[src/rtl/delay_measure_pkg.sv]
// Shared types for the probe-latency measurement block: FSM state encoding
// and the helper that sizes the latency counter from its saturation limit.
package delay_measure_pkg;

    typedef enum logic [1:0] {
        IDLE,
        SEND,
        WAIT,
        DONE
    } state_e;

    function automatic int count_width(input int n);
        return $clog2(n + 1);
    endfunction

endpackage

[src/rtl/delay_measure.sv]
// Launches a one-cycle probe word into a datapath and counts cycles until it
// returns. Optional mismatch flag is enabled by DELAY_MEASURE_MISMATCH_EN.
module delay_measure
    import delay_measure_pkg::*;
#(
    parameter int num_bits   = 8,
    parameter int max_cycles = 255,
    parameter int count_bits = count_width(max_cycles)
) (
    input  logic                  clk,
    input  logic                  reset,
    input  logic                  start,
    input  logic [num_bits-1:0]   pattern,
    output logic [num_bits-1:0]   probe_out,
    input  logic [num_bits-1:0]   probe_in,
    output logic                  busy,
    output logic                  done,
    output logic                  timeout,
    output logic [count_bits-1:0] latency
`ifdef DELAY_MEASURE_MISMATCH_EN
    ,
    output logic                  mismatch
`endif
);

    localparam logic [count_bits-1:0] MaxCount = count_bits'(max_cycles);

    state_e                state_q, state_d;
    logic [count_bits-1:0] count_q, count_d;
    logic [num_bits-1:0]   pattern_q, pattern_d;
    logic [num_bits-1:0]   probe_out_q, probe_out_d;
    logic                  busy_q, busy_d;
    logic                  done_q, done_d;
    logic                  timeout_q, timeout_d;
    logic [count_bits-1:0] latency_q, latency_d;
    logic                  match;

    assign match = (probe_in == pattern_q);

`ifdef DELAY_MEASURE_MISMATCH_EN
    logic mismatch_q, mismatch_d;
    logic foreign_word;

    // A nonzero word that is not the probe means the path corrupted or
    // injected data while the measurement was in flight.
    assign foreign_word = (probe_in != '0) && !match;
`endif

    always_ff @(posedge clk or posedge reset) begin
        if (reset) begin
            state_q     <= IDLE;
            count_q     <= '0;
            pattern_q   <= '0;
            probe_out_q <= '0;
            busy_q      <= 1'b0;
            done_q      <= 1'b0;
            timeout_q   <= 1'b0;
            latency_q   <= '0;
`ifdef DELAY_MEASURE_MISMATCH_EN
            mismatch_q  <= 1'b0;
`endif
        end else begin
            state_q     <= state_d;
            count_q     <= count_d;
            pattern_q   <= pattern_d;
            probe_out_q <= probe_out_d;
            busy_q      <= busy_d;
            done_q      <= done_d;
            timeout_q   <= timeout_d;
            latency_q   <= latency_d;
`ifdef DELAY_MEASURE_MISMATCH_EN
            mismatch_q  <= mismatch_d;
`endif
        end
    end

    // Outputs are computed one cycle ahead so every port comes from a flop.
    always_comb begin
        state_d     = state_q;
        count_d     = count_q;
        pattern_d   = pattern_q;
        probe_out_d = '0;
        busy_d      = busy_q;
        done_d      = 1'b0;
        timeout_d   = timeout_q;
        latency_d   = latency_q;
`ifdef DELAY_MEASURE_MISMATCH_EN
        mismatch_d  = mismatch_q;
`endif

        unique case (state_q)
            IDLE: begin
                busy_d = 1'b0;
                if (start && (pattern != '0)) begin
                    pattern_d   = pattern;
                    probe_out_d = pattern;
                    timeout_d   = 1'b0;
                    busy_d      = 1'b1;
                    count_d     = '0;
                    state_d     = SEND;
`ifdef DELAY_MEASURE_MISMATCH_EN
                    mismatch_d  = 1'b0;
`endif
                end
            end
            SEND: begin
`ifdef DELAY_MEASURE_MISMATCH_EN
                if (foreign_word) mismatch_d = 1'b1;
`endif
                if (match) begin
                    latency_d = '0;
                    timeout_d = 1'b0;
                    done_d    = 1'b1;
                    state_d   = DONE;
                end else begin
                    count_d   = count_bits'(1);
                    state_d   = WAIT;
                end
            end
            WAIT: begin
`ifdef DELAY_MEASURE_MISMATCH_EN
                if (foreign_word) mismatch_d = 1'b1;
`endif
                // A match on the final permitted cycle still counts as a match.
                if (match) begin
                    latency_d = count_q;
                    timeout_d = 1'b0;
                    done_d    = 1'b1;
                    state_d   = DONE;
                end else if (count_q == MaxCount) begin
                    latency_d = MaxCount;
                    timeout_d = 1'b1;
                    done_d    = 1'b1;
                    state_d   = DONE;
                end else begin
                    count_d   = count_q + count_bits'(1);
                end
            end
            DONE: begin
                busy_d  = 1'b0;
                state_d = IDLE;
            end
            default: begin
                busy_d  = 1'b0;
                state_d = IDLE;
            end
        endcase
    end

    assign probe_out = probe_out_q;
    assign busy      = busy_q;
    assign done      = done_q;
    assign timeout   = timeout_q;
    assign latency   = latency_q;
`ifdef DELAY_MEASURE_MISMATCH_EN
    assign mismatch  = mismatch_q;
`endif

endmodule

[config.mk]
export PLATFORM = sky130hd
export DESIGN_NAME = delay_measure
export DESIGN_NICKNAME = d
export VERILOG_FILES = /design/src/rtl/delay_measure_pkg.sv /design/src/rtl/delay_measure.sv
export SDC_FILE = /design/constraint.sdc
export NUM_CORES = 1
export LEC_CHECK = 0
export BUFFER_PORTS_ARGS = -buffer_cell sky130_fd_sc_hd__buf_2
export CORE_UTILIZATION = 47
export CTS_CLUSTER_DIAMETER = 150
export DETAILED_ROUTE_END_ITERATION = 8
export MAX_ROUTING_LAYER = met4
export PLACE_DENSITY = 0.7
export SLEW_MARGIN = 40
export SYNTH_ARGS = -nofsm -noshare
export SYNTH_HDL_FRONTEND = slang
export SYNTH_SLANG_ARGS = --single-unit
[constraint.sdc]
create_clock -name clk -period 2.2 [get_ports clk]
set_input_delay 0.11 -clock clk [delete_from_list [all_inputs] [get_ports clk]]
set_output_delay 0.11 -clock clk [all_outputs]
set_load 0.02 [all_outputs]
# Yosys cells after proc, flatten, opt, wreduce, memory -nomap -nowiden
# Index checks and enable logic that the tools add are counted.
[totals] out_inout_bits=19 mem_bits_ro=0 word_cells=58 register_bits=37 ramBits=0 input_bits=19 n_memories=0 latch_bits=0
[classes] n_mul=0 muxes=27 bitwise_logic=0 div_mod_pow=0 reduce_logical=11 add_sub_neg=1 n_lt_le_gt_ge=0 eq_ne=11 shifts=0
[op_table] cell="$mux W8" n=9
[op_table] cell="$pmux W8 S3" n=1
[op_table] cell="$pmux W8 S2" n=1
[op_table] cell="$ne A2 B2 Y1 const B" n=5
[op_table] cell="$mux W1" n=9
[op_table] cell="$add A8 B1 Y8 const B" n=1
[op_table] cell="$eq A8 B8 Y1" n=1
[op_table] cell="$eq A8 B8 Y1 const B" n=1
[op_table] cell="$pmux W2 S4" n=1
[op_table] cell="$reduce_bool A8 Y1" n=1
[op_table] cell="$mux W2" n=3
[op_table] cell="$reduce_and A5 Y1" n=1
[op_table] cell="$eq A2 B2 Y1 const B" n=2
[op_table] cell="$pmux W1 S2" n=2
[op_table] cell="$reduce_and A2 Y1" n=2
[op_table] cell="$reduce_and A4 Y1" n=1
[op_table] cell="$reduce_bool A2 Y1" n=2
[op_table] cell="$ne A3 B3 Y1 const B" n=1
[op_table] cell="$pmux W1 S3" n=1
[op_table] cell="$reduce_and A3 Y1" n=1
[op_table] cell="$reduce_bool A3 Y1" n=1
[op_table] cell="$eq A2 B1 Y1 const B" n=1
[op_table] cell="$logic_not A2 Y1" n=1
[op_table] cell="$logic_and A1 B1 Y1" n=1

# Depth between registers and ports, before layout
[depth] depth_word=4 ltp_mapped=8 ltp_nobuf=7

# Worst setup path after synthesis
# Ideal clock, no wire load.
[synth_path] path_kind="reg-to-reg" from="reg count_q[0]" to="reg latency_q[0] (netlist: latency[0])" arrival_ps=1909 required_time_ps=2075 setup_slack_ps=167 setup_ps=125 path_stages_with_launch=7 n_path_buf=0 period_less_slack_ps=2033 cell_sequence="dfrtp_1 > ha_1 > nand3_1 > nor3_1 > nand2b_1 > a21oi_2 > mux2_2"
[synth_via] elab_chain_cells=3 word_cells_on_any_way=5
[synth_lines] item="start: declaration" line="delay_measure.sv:29" rtl="logic [count_bits-1:0] count_q, count_d;"
[synth_lines] item="start signal: assignment" line="delay_measure.sv:64" rtl="count_q <= count_d;"
[synth_lines] item="$eq A8 B8 Y1" line="delay_measure.sv:130" rtl="end else if (count_q == MaxCount) begin"
[synth_lines] item="$ne A3 B3 Y1 (no source line)"
[synth_lines] item="$reduce_and A3 Y1 (no source line)"
[synth_lines] item="end signal: assignment" line="delay_measure.sv:70" rtl="latency_q <= latency_d;"
[synth_lines] item="end: declaration" line="delay_measure.sv:35" rtl="logic [count_bits-1:0] latency_q, latency_d;"
# Parallel ways exist; a longest one is shown, timed or not.
# A chain may end at the register's enable or synchronous reset.

# Final worst setup path
[layout_path] from="reg pattern_q[6]" to="reg count_q[1]"
[layout_via] elab_chain_cells=3 word_cells_on_any_way=4
[layout_lines] item="start: declaration" line="delay_measure.sv:30" rtl="logic [num_bits-1:0] pattern_q, pattern_d;"
[layout_lines] item="start signal: assignment" line="delay_measure.sv:65" rtl="pattern_q <= pattern_d;"
[layout_lines] item="$eq A8 B8 Y1 (*)" line="delay_measure.sv:38" rtl="assign match = (probe_in == pattern_q);"
[layout_lines] item="$ne A2 B2 Y1 (no source line)"
[layout_lines] item="$reduce_and A5 Y1 (no source line) (*)"
# Mark *: on every way between the ends. The rest lies on a longest branch, timed or not.

==> summary.md <==
| Metric | Value |
|---|---|
| Synthesized area per cell | `11.1 um^2` |
| Num CTS Buffers | `5` |
| P_leak | `1.15 nW` |
| Outcome | `complete, no violations` |
| RePlAce Congestion | `0.817` |
| GRT Overall Usage | `21.3%` |
| Cell Area, Synth | `0.00189 mm^2` |
| Maximum buffer depth of the clock tree | `2` |
| Max-Cap Viols | `0` |
| Clock Latency Late Sink | `0.29 ns` |
| Port Buffer Count | `37` |
| DIE HEIGHT | `65.4 um` |
| Ant diodes | `0` |
| Post-Synthesis Cells | `170` |
| H-tree depth | `2` |
| # rows | `22` |
| Seq pwr share | `35.6%` |
| Worst-margin pin slew | `0.671 ns` |
| Ys flop type | `dfrtp_1` |
| Final worst slack | `0.127 ns` |
| Chip width | `65.4 um` |
| Crit path arrival time | `2.25 ns` |
| Share of layout cells above drive strength 1 | `35.0%` |
| Avg WL per Cell | `14.6 um` |
| Setup violators final | `0` |
| Sw power | `1.08 mW` |
| Initial antenna violation count | `0` |
| Worst R2R Path Depth | `5` |
| CP Capture Type | `flip-flop` |
| Critical path class | `flip-flop to flip-flop` |
| Dpl cells | `257` |
| Synth-to-layout area growth | `21.3%` |
| Clock transition at path regs | `0.07 ns` |
| Clk pwr share | `19.2%` |
| RSZ-0062 raised after global routing | `no` |
| Io pins | `38` |
| Number of synthesized flops with an enable pin | `0` |
| Clock tree root driver cell | `clkbuf_8` |
| # DRC | `0` |
| WP data required | `2.38 ns` |
| Switching share of power | `39.7%` |
| Design area | `0.00229 mm^2` |
| Clock Sinks | `37` |
| Post-DP HPWL | `2860 um` |
| Met3 routed WL | `178 um` |
| Largest net degree at the start of global routing | `38` |
| Vias per cell | `5.50` |
| Met1 WL | `1770 um` |
| DP Area | `0.00216 mm^2` |
| Final hold viol count | `0` |
| Metal2 WL | `1930 um` |
| Die area | `0.00428 mm^2` |
| Max-slew violations | `0` |
| Routed Antenna Nets | `0` |
| P_int | `1.63 mW` |
| Synth async-reset ratio | `100%` |
| Seq/Total Area, Yosys | `49.0%` |
| Core Area | `0.00377 mm^2` |
| Ys Warns | `0` |
| First-pass GRT wire length | `6600 um` |
| Crit Path Max Fanout | `7` |
| Synthesis-stage register bit count | `37` |
| # nets final | `243` |
| Peak VDD IR | `0.715 mV` |
| CP Launch Type | `flip-flop` |
| Period utilization | `94.2%` |
| Post-Route WL | `3920 um` |
| Initial core utilization | `50.1%` |
| Dpl ws | `0.0832 ns` |
| Grt total ovfl | `0` |
| Setup TNS | `0 ns` |
| Post-Layout Cell Count | `268` |
| Fmax | `482 MHz` |
| CTS tree | `done` |
| Tot Pwr | `2.71 mW` |
| Fin crit period | `2.07 ns` |
| Max layer used | `met4` |
| Combinational power share | `45.2%` |
| Skew final | `0.00354 ns` |
| Relative slew slack | `55.3%` |
| Detailed-route via count | `1474` |
| Yosys cell types | `42` |
| Power Dens Cells | `1180 mW/mm^2` |
| Worst hold path type | `input pin to flip-flop` |
| Vias in the first global route | `1470` |
| Net count after synthesis | `194` |
| WHS Path Cells | `2` |
| Iteration-0 DRC Markers | `126` |
| Drt first pass iters | `4` |
==> worst max-delay path, stage by stage (launching register included) <==
cell     delay, ns
dfrtp_1       0.39
xor2_1        0.20
nor4_4        0.50
nand3_1       0.22
a32o_2        0.35
mux2_4        0.31
==> registers in the layout (all words and copies together) (netlist names) <==
signal,count
latency,8
count_q,8
timeout,1
done,1
probe_out,8
state_q,2
busy,1
pattern_q,8
==> worst paths after layout <==
kind                           endpoint  slack [ns]          from
min                        probe_out[0]        0.07    pattern[0]
max in group asynchronous    count_q[2]        1.43         reset
min reg2reg                        busy        0.49          busy
max                          count_q[1]        0.13  pattern_q[6]
max reg2reg                  count_q[1]        0.13  pattern_q[6]
min in group asynchronous  probe_out[0]        0.46         reset
==> per-layer routing <==
metal  up-vias  global-route usage [%]
li1        709                       -
met5         -                       -
met4         0                    7.07
met3         5                    6.08
met1       720                    26.5
met2        40                    33.5
==> synth_stat cells, types with 2 or more instances <==
library cell	n	share of area [%]
dfrtp_1	37	49
inv_1	16	3.2
o21ai_0	11	2.9
a21o_2	8	3.7
and2_1	8	2.6
xor2_1	8	3.7
mux2i_1	7	3.7
nor2_1	6	1.2
a41oi_1	5	2.3
ha_1	5	3.3
a21oi_1	4	1.1
a31oi_1	4	1.3
and3_1	4	1.3
clkbuf_1	4	0.79
nand2_1	4	0.79
nand3_1	4	1.1
o21a_1	3	1.2
a2111oi_0	2	0.93
mux2_2	2	1.2
nand2_4	2	1.2
nor3_1	2	0.53
nor4_4	2	2.3
o31ai_1	2	0.79
or4_4	2	1.2
==> layout make-up <==
| class | count | area (um^2) |
|---|---|---|
| flip-flops and latches | 37 | 926 |
| well taps | 48 | 60.1 |
| repair buffers | 47 | 263 |
| clock buffers | 7 | 96.3 |
| clock inverters | 1 | 5.00 |
| inverters | 16 | 60.1 |
| fillers | 329 | 1480 |
| multi-input cells | 112 | 882 |
==> layout by cell type (no fill, tap or decap), drive strengths merged, types with 2 or more instances in the layout <==
cell / synthesis / routed
a41oi: 5 / 5
nor4: 3 / 3
buf: 1 / 46
nor2: 6 / 6
a21oi: 5 / 5
nor3: 2 / 2
mux2i: 7 / 7
nand3: 4 / 4
ha: 5 / 5
o21a: 3 / 3
dfrtp: 37 / 37
clkbuf: 4 / 7
xor2: 8 / 8
or4: 2 / 2
a21o: 8 / 8
inv: 16 / 16
and3: 4 / 4
o31ai: 2 / 2
a2111oi: 2 / 2
mux2: 3 / 3
a31oi: 4 / 4
and2: 9 / 9
nand2: 6 / 6
o21ai: 12 / 12
==> logic make-up after synthesis <==
group	synth area share (%)
adder cells (fa/ha/maj)	3.31
AO/OA/AOI/OAI	19.0
multiplexers	5.70
buffers and inverters	4.57
XOR/XNOR	3.71
AND/OR/NAND/NOR	14.7
flip-flops	49.0
==> through the flow <==
step                hold slack (ns)  utilization, %
finish                       0.0710            60.8
floorplan                     0.262               -
detailed placement            0.251            57.3
CTS                          0.0659            60.3
global route                 0.0665            60.8
global placement              0.232            57.3
==> what timing repair did <==
action | CTS | global route
resized for setup | 0 | 1
hold endpoints to repair | 37 | 0
hold buffers | 1 | 0
setup buffers | 0 | 2
setup endpoints to repair | 0 | 7
==> power groups by stage <==
stage | registers (mW) | logic, mW | clock network, mW
floorplan | 1.03 | 0.863 | 0
global placement | 0.966 | 1.18 | 0
global route | 0.984 | 1.34 | 0.566
detailed placement | 0.980 | 1.20 | 0
finish | 0.965 | 1.23 | 0.519
CTS | 0.966 | 1.21 | 0.530
(Power assumes the default switching activity.)
